**src/rtl/branch_rs.sv**
```systemverilog
`default_nettype none
// ============================================================================
//  Module      : branch_rs
//  Description : In-order reservation station for conditional branches.
//                Holds issued branches until both operands are known (either
//                at issue or captured from the CDB) and hands them to the
//                branch unit one per cycle, oldest first.
//  Revision    : 1.0 - initial release
// ============================================================================

package len5_pkg;
    localparam int XLEN  = 64;
    localparam int B_IMM = 12;

    typedef enum logic [2:0] {
        BEQ  = 3'd0,
        BNE  = 3'd1,
        BLT  = 3'd2,
        BGE  = 3'd3,
        BLTU = 3'd4,
        BGEU = 3'd5
    } branch_type_t;
endpackage

module branch_rs
    import len5_pkg::*;
#(
    parameter int DEPTH       = 4,
    parameter int ROB_IDX_LEN = 4
) (
    input  logic                   clk_i,
    input  logic                   rst_i,
    input  logic                   flush_i,

    input  logic                   issue_valid_i,
    output logic                   issue_ready_o,
    input  branch_type_t           issue_type_i,
    input  logic                   issue_rs1_ready_i,
    input  logic [ROB_IDX_LEN-1:0] issue_rs1_idx_i,
    input  logic [XLEN-1:0]        issue_rs1_value_i,
    input  logic                   issue_rs2_ready_i,
    input  logic [ROB_IDX_LEN-1:0] issue_rs2_idx_i,
    input  logic [XLEN-1:0]        issue_rs2_value_i,
    input  logic [B_IMM-1:0]       issue_imm_i,
    input  logic [XLEN-1:0]        issue_pc_i,
    input  logic [XLEN-1:0]        issue_pred_target_i,
    input  logic                   issue_pred_taken_i,
    input  logic [ROB_IDX_LEN-1:0] issue_rob_idx_i,

    input  logic                   cdb_valid_i,
    input  logic [ROB_IDX_LEN-1:0] cdb_idx_i,
    input  logic [XLEN-1:0]        cdb_value_i,

    output logic                   bu_valid_o,
    input  logic                   bu_ready_i,
    output logic [XLEN-1:0]        bu_rs1_o,
    output logic [XLEN-1:0]        bu_rs2_o,
    output logic [B_IMM-1:0]       bu_imm_o,
    output logic [XLEN-1:0]        bu_pc_o,
    output logic [XLEN-1:0]        bu_pred_target_o,
    output logic                   bu_pred_taken_o,
    output branch_type_t           bu_type_o,
    output logic [ROB_IDX_LEN-1:0] bu_rob_idx_o
);

    localparam int                 C_PTR_W   = $clog2(DEPTH);
    localparam int                 C_CNT_W   = C_PTR_W + 1;
    localparam logic [C_CNT_W-1:0] C_FULL    = C_CNT_W'(DEPTH);
    localparam logic [C_CNT_W-1:0] C_CNT_ONE = C_CNT_W'(1);
    localparam logic [C_PTR_W-1:0] C_PTR_ONE = C_PTR_W'(1);

    typedef struct packed {
        logic                   valid;
        logic                   rs1_rdy;
        logic [ROB_IDX_LEN-1:0] rs1_idx;
        logic [XLEN-1:0]        rs1_value;
        logic                   rs2_rdy;
        logic [ROB_IDX_LEN-1:0] rs2_idx;
        logic [XLEN-1:0]        rs2_value;
        logic [B_IMM-1:0]       imm;
        logic [XLEN-1:0]        pc;
        logic [XLEN-1:0]        pred_target;
        logic                   pred_taken;
        branch_type_t           br_type;
        logic [ROB_IDX_LEN-1:0] rob_idx;
    } entry_t;

    entry_t [DEPTH-1:0]  entries_q, entries_d;
    logic [C_PTR_W-1:0]  head_q, head_d;
    logic [C_PTR_W-1:0]  tail_q, tail_d;
    logic [C_CNT_W-1:0]  count_q, count_d;

    entry_t              w_new_entry;
    logic                w_alloc;
    logic                w_dispatch;

    // Handshakes are derived purely from registered state.
    assign issue_ready_o = (count_q != C_FULL);
    assign bu_valid_o    = entries_q[head_q].valid
                         & entries_q[head_q].rs1_rdy
                         & entries_q[head_q].rs2_rdy;
    assign w_alloc       = issue_valid_i & issue_ready_o;
    assign w_dispatch    = bu_valid_o & bu_ready_i;

    assign bu_rs1_o         = entries_q[head_q].rs1_value;
    assign bu_rs2_o         = entries_q[head_q].rs2_value;
    assign bu_imm_o         = entries_q[head_q].imm;
    assign bu_pc_o          = entries_q[head_q].pc;
    assign bu_pred_target_o = entries_q[head_q].pred_target;
    assign bu_pred_taken_o  = entries_q[head_q].pred_taken;
    assign bu_type_o        = entries_q[head_q].br_type;
    assign bu_rob_idx_o     = entries_q[head_q].rob_idx;

    // Build the incoming entry, catching an operand broadcast in the issue cycle.
    always_comb begin
        w_new_entry             = '0;
        w_new_entry.valid       = 1'b1;
        w_new_entry.rs1_rdy     = issue_rs1_ready_i;
        w_new_entry.rs1_idx     = issue_rs1_idx_i;
        w_new_entry.rs1_value   = issue_rs1_value_i;
        w_new_entry.rs2_rdy     = issue_rs2_ready_i;
        w_new_entry.rs2_idx     = issue_rs2_idx_i;
        w_new_entry.rs2_value   = issue_rs2_value_i;
        w_new_entry.imm         = issue_imm_i;
        w_new_entry.pc          = issue_pc_i;
        w_new_entry.pred_target = issue_pred_target_i;
        w_new_entry.pred_taken  = issue_pred_taken_i;
        w_new_entry.br_type     = issue_type_i;
        w_new_entry.rob_idx     = issue_rob_idx_i;
        if (!issue_rs1_ready_i && cdb_valid_i && (cdb_idx_i == issue_rs1_idx_i)) begin
            w_new_entry.rs1_rdy   = 1'b1;
            w_new_entry.rs1_value = cdb_value_i;
        end
        if (!issue_rs2_ready_i && cdb_valid_i && (cdb_idx_i == issue_rs2_idx_i)) begin
            w_new_entry.rs2_rdy   = 1'b1;
            w_new_entry.rs2_value = cdb_value_i;
        end
    end

    // Next-state: CDB wakeup, dispatch, allocate; flush overrides all of them.
    always_comb begin
        entries_d = entries_q;
        head_d    = head_q;
        tail_d    = tail_q;
        count_d   = count_q;

        if (cdb_valid_i) begin
            for (int i = 0; i < DEPTH; i++) begin
                if (entries_q[i].valid && !entries_q[i].rs1_rdy
                    && (entries_q[i].rs1_idx == cdb_idx_i)) begin
                    entries_d[i].rs1_rdy   = 1'b1;
                    entries_d[i].rs1_value = cdb_value_i;
                end
                if (entries_q[i].valid && !entries_q[i].rs2_rdy
                    && (entries_q[i].rs2_idx == cdb_idx_i)) begin
                    entries_d[i].rs2_rdy   = 1'b1;
                    entries_d[i].rs2_value = cdb_value_i;
                end
            end
        end

        // The dispatched head is always valid and the allocated tail never is,
        // so these two writes never target the same slot.
        if (w_dispatch) begin
            entries_d[head_q].valid = 1'b0;
            head_d                  = head_q + C_PTR_ONE;
        end
        if (w_alloc) begin
            entries_d[tail_q] = w_new_entry;
            tail_d            = tail_q + C_PTR_ONE;
        end

        if (w_alloc && !w_dispatch) begin
            count_d = count_q + C_CNT_ONE;
        end else if (!w_alloc && w_dispatch) begin
            count_d = count_q - C_CNT_ONE;
        end

        if (flush_i) begin
            entries_d = '0;
            head_d    = '0;
            tail_d    = '0;
            count_d   = '0;
        end
    end

    // State registers with synchronous reset.
    always_ff @(posedge clk_i) begin
        if (rst_i) begin
            entries_q <= '0;
            head_q    <= '0;
            tail_q    <= '0;
            count_q   <= '0;
        end else begin
            entries_q <= entries_d;
            head_q    <= head_d;
            tail_q    <= tail_d;
            count_q   <= count_d;
        end
    end

endmodule
`default_nettype wire

```
**config.mk**
```make
export PLATFORM = sky130hd
export DESIGN_NAME = branch_rs
export DESIGN_NICKNAME = d
export VERILOG_FILES = /design/src/rtl/branch_rs.sv
export SDC_FILE = /design/constraint.sdc
export NUM_CORES = 2
export LEC_CHECK = 0
export CAP_MARGIN = 30
export CORE_UTILIZATION = 50
export DETAILED_ROUTE_END_ITERATION = 8
export GPL_ROUTABILITY_DRIVEN = 0
export PLACE_DENSITY_LB_ADDON = 0.2
export SLEW_MARGIN = 20
export SYNTH_ARGS = -nofsm -noshare
export SYNTH_HDL_FRONTEND = slang
export SYNTH_SLANG_ARGS = --single-unit
```
**constraint.sdc**
```tcl
create_clock -name clk_i -period 3.34 [get_ports clk_i]
set_input_delay 0.668 -clock clk_i [delete_from_list [all_inputs] [get_ports clk_i]]
set_output_delay 0.668 -clock clk_i [all_outputs]
set_load 0.02 [all_outputs]
```
Word-level counts from Yosys, hierarchy flattened
Index checks and enable logic that the tools add are counted.

storage, ports and cells
  bits in writable memories = 0
  memories kept = 0
  bits in read-only memories = 0
  latch bits = 0
  bits of input ports = 360
  register bits after elaboration = 1,155
  logic and storage cells = 160
  output and inout port bits = 278

cells by class
  reduce and logical (&&, ||, !) cells = 38
  multipliers = 0
  multiplexer cells = 44
  bitwise operators = 4
  $add $sub $neg = 4
  $lt $le $gt $ge = 4
  shift operators = 0
  eq/ne operators = 11
  divide/modulo/power cells = 0

operators by type and width
  kind                 count
  $bwmux 1148          2
  $mux 1148            2
  $demux 287 s2        2
  $mux 64              14
  $mux 287             3
  $bmux 287 s2         1
  $mux 65              4
  $eq 4x4->1           10
  $logic_and 1x1->1    24
  $mux 1               14
  $logic_not 1->1      12
  $lt 2x3->1 const B   2
  $mux 3               2
  $add 2x1->2 const B  2
  $and 1x1->1          4
  $ge 2x1->1 const B   2
  $add 3x1->3 const B  1
  $ne 3x3->1 const B   1
  $sub 3x1->3 const B  1
  $reduce_bool 2->1    1
  $reduce_or 2->1      1

Logic depth before layout (Yosys ltp)
  word-level depth = 9
  mapped depth = 13
  mapped depth without buffers = 10

Worst setup path after synthesis
OpenSTA, ideal clock, no wires.

  path type = register to output
  from = register head_q[0]
  to = output bu_rs1_o[46]
  arrival = 1.924 ns
  path buffers = 4
  required time = 2.672 ns
  cell stages (with the launch flop) = 6
  slack = 0.748 ns
  cells stage by stage = dfxtp_1 clkbuf_1 clkbuf_1 buf_2 buf_2 mux4_2

on the way
  longest elaborated chain between the ends = 2

RTL lines
  element                 RTL line  RTL
  from (decl)             89        logic [C_PTR_W-1:0] head_q, head_d;
  from (signal assigned)  191       head_q <= '0;
  from (signal assigned)  196       head_q <= head_d;
  $bmux 287 s2            105       assign bu_rs1_o = entries_q[head_q].rs1_value;
  $mux 287                -
  to (decl)               56        output logic [XLEN-1:0] bu_rs1_o,

No other way between the ends. The select of a mux whose other input is x is not followed.

Final worst setup path
  from = register head_q[0]
  to = output bu_pc_o[20]

on the way
  longest elaborated chain between the ends = 2

RTL lines
  element       RTL line  RTL
  $bmux 287 s2  108       assign bu_pc_o = entries_q[head_q].pc;
  $mux 287      -
  to (decl)     59        output logic [XLEN-1:0] bu_pc_o,

No other way between the ends. The select of a mux whose other input is x is not followed.

==> results.json <==
{
  "status": "finished, final reports clean",
  "grt_antenna_before_repair": 51,
  "design.die.area_um2": 103000,
  "post_route_cells_drive_above_1_share_pct": 19.9,
  "fmax_mhz": 301,
  "cts_inserted_buffers": 120,
  "floorplan.rows": 116,
  "powerDensity_nw_per_um2": 489,
  "cap_viol_max_count": 0,
  "nNetsFinal": 6094,
  "clk_pin_slew_ns": 0.06,
  "detailroute.via_count": 43500,
  "core_area_um2": 101000,
  "detailedPlacementHpwl_um": 101000,
  "synth_seq_cells": 1155,
  "tritoncts_clock_tree": "done",
  "cp_max_fo": 15,
  "synth.yosys.seq_area_share_pct": 45.4,
  "period_share_pct": 99.3,
  "route.detailed.drc": 0,
  "cp_data_required_time_ns": 2.67,
  "finalHoldWorstSlack_ns": 0.450,
  "max_slew_violation_count": 0,
  "setup.worst_path.start_class": "flop",
  "setup_violations": 0,
  "max_slew_margin_pct": 37.6,
  "pin_count": 638,
  "die_height_um": 321,
  "root_buffer": "sky130_fd_sc_hd__clkbuf_16",
  "instances_no_fill": 7206,
  "cts-hold-fix-buffers": 0,
  "totalWireLength_um": 170000,
  "via_count_of_the_first_global_routing_pass": 42700,
  "floorplan.die.width_um": 321,
  "synth_area_um2": 50900,
  "yosysWarningCount": 0,
  "clk_lat_worst_skew_ns": 0.73,
  "numPortBuffers": 637,
  "grt_pass1_wl_um": 260000,
  "slew_at_the_pin_with_the_worst_max_slew_slack_ns": 0.937,
  "syn2layout_area_growth_pct": 23.4,
  "clock_skew_ns": 0.0250,
  "ys_types": 49,
  "routed_via_density": 6.04,
  "drtAntennaViolNets": 0,
  "final_hold_viol_count": 0,
  "grt_start_max_net_pins": 181,
  "cts_htree_levels": 3,
  "ir_worst_vdd_v": 0.000454,
  "utilization_pct": 62.5,
  "timing.final.crit_period_ns": 3.32,
  "groute.usage.overall_pct": 32.1,
  "postSynthCellCount": 5400,
  "detail_route.iter0.violations": 4292,
  "static-leakage-power_nw": 24.2,
  "worstSetupEndpointType": "output port",
  "hold_class": "flop to flop",
  "crit_arrival_ns": 2.65,
  "detailedRoute.firstPassIterationCount": 6,
  "global_route.overflow_total": 0,
  "wire_per_inst_um": 23.6,
  "clkSinkCount": 1155,
  "initial_core_util_pct": 50.7,
  "timing_worst_setup_path_type": "flop to output port",
  "fillers": 8321,
  "syn-num-nets": 5770,
  "post_synth.cell_area_avg_um2": 9.43,
  "grt_setup_unrepaired": "yes",
  "placed_cells": 6949,
  "cts_max_path_buffers": 3
}
-- synthesized netlist by cell type, drive strengths merged --
cell,number,area (µm²)
clkbuf,341,1280
mux4,276,6220
o21a,65,488
nand2,1513,5680
a31oi,4,25.0
nor4,5,46.3
fa,1,20.0
or3,6,37.5
nor3,6,40.0
o31ai,9,67.6
nand4b,2,17.5
o21ai,265,1330
xor2,12,105
nor2,14,55.1
o32a,64,641
or3b,1,8.76
dfxtp,1155,23100
o2111ai,1,15.0
or4,1,7.51
a221o,1,10.0
nor2b,2,12.5
and2,73,457
a21oi,641,3260
o211a,1,10.0
nand2b,3,18.8
buf,229,1190
ha,9,113
xnor2,29,254
nand3,11,55.1
or2,197,1230
mux2i,5,53.8
inv,8,30.0
nand4,2,12.5
o221a,448,5040
-- cell type report --
type	count	area, µm²	share of cell area, %
Antenna cell	30	75.1	0.119
Multi-Input combinational cell	3667	25500	40.6
Inverter	8	30.0	0.0478
Timing Repair Buffer	772	8380	13.3
Tap cell	1357	1700	2.70
Sequential cell	1155	23100	36.8
Clock buffer	180	3540	5.63
Clock inverter	37	480	0.764
-- sequential cells by signal, summed over array words and instances (netlist names) --
name       flops
count_q        3
tail_q         2
head_q         2
entries_q   1148
-- placed cells by master, fill, tap and decap left out, types with 62 or more instances in the layout --
| master | count |
|---|---|
| sky130_fd_sc_hd__a21oi_1 | 634 |
| sky130_fd_sc_hd__and2_1 | 68 |
| sky130_fd_sc_hd__clkbuf_16 | 122 |
| sky130_fd_sc_hd__clkdlybuf4s50_1 | 380 |
| sky130_fd_sc_hd__dfxtp_1 | 1153 |
| sky130_fd_sc_hd__dlygate4sd2_1 | 176 |
| sky130_fd_sc_hd__dlymetal6s2s_1 | 62 |
| sky130_fd_sc_hd__mux4_2 | 276 |
| sky130_fd_sc_hd__nand2_1 | 1509 |
| sky130_fd_sc_hd__o21a_1 | 65 |
| sky130_fd_sc_hd__o21ai_0 | 261 |
| sky130_fd_sc_hd__o221a_1 | 134 |
| sky130_fd_sc_hd__o221a_2 | 314 |
| sky130_fd_sc_hd__o32a_1 | 64 |
| sky130_fd_sc_hd__or2_2 | 192 |
-- per-layer routing --
metal	up-vias	track usage, %	share of wire, %
li1	20000	-	-
met1	21200	41.1	40
met2	1930	51.3	47
met3	367	8.32	9.2
met4	36	13.5	3.9
met5	-	0	0.14
-- logic make-up (layout without fill, tap and decap cells) --
logic type / after synthesis / in the layout / synth area share (%)
fa+ha+maj: 10 / 10 / 0.260
buf+inv: 578 / 997 / 4.90
other cells: 0 / 30 / 0
flops: 1155 / 1155 / 45.4
mux: 281 / 281 / 12.3
compound gates: 1499 / 1499 / 21.4
xor+xnor: 41 / 41 / 0.705
simple gates: 1836 / 1836 / 15.1
-- through the flow --
stage,TNS (ns),total power [mW],setup slack (ns),area [µm²]
2_1_floorplan,0,16.0,0.748,50900
3_3_place_gp,0,17.4,0.141,58600
3_5_place_dp,0,17.4,0.149,58600
4_1_cts,-8.54,30.9,-0.225,62600
5_1_grt,-0.155,31.7,-0.0727,62800
6_report,0,30.7,0.0232,62800
-- report_power, final --
group | internal (mW) | total (mW) | switching, mW
Clock | 7.99 | 13.7 | 5.72
Combinational | 1.22 | 2.90 | 1.67
Sequential | 14.0 | 14.1 | 0.121
-- final timing paths --
path                                     start  slack [ns]  depth (start not counted)              to
worst min-delay path            entries_q[606]        0.45                          2  entries_q[606]
worst max-delay path                 head_q[0]        0.02                          5     bu_pc_o[20]
worst min register to register  entries_q[606]        0.45                          2  entries_q[606]
worst max register to register       head_q[0]        0.51                         12      count_q[2]
-- repair_timing --
| item | 4_1_cts | 5_1_grt |
|---|---|---|
| cloned | 4 | 2 |
| hold endpoints to repair | 0 | 0 |
| setup endpoints to repair | 254 | 140 |
| buffers inserted | 2 | 2 |
| resized for setup | 221 | 93 |
-- worst max-delay path: stages, from the launching register on --
cell and delay (ns):
sky130_fd_sc_hd__dfxtp_4 0.43, sky130_fd_sc_hd__buf_4 0.20, sky130_fd_sc_hd__clkbuf_16 0.24, sky130_fd_sc_hd__buf_8 0.18
sky130_fd_sc_hd__mux4_2 0.54, sky130_fd_sc_hd__dlygate4sd2_1 0.34
Power figures use the tool's default switching activity.
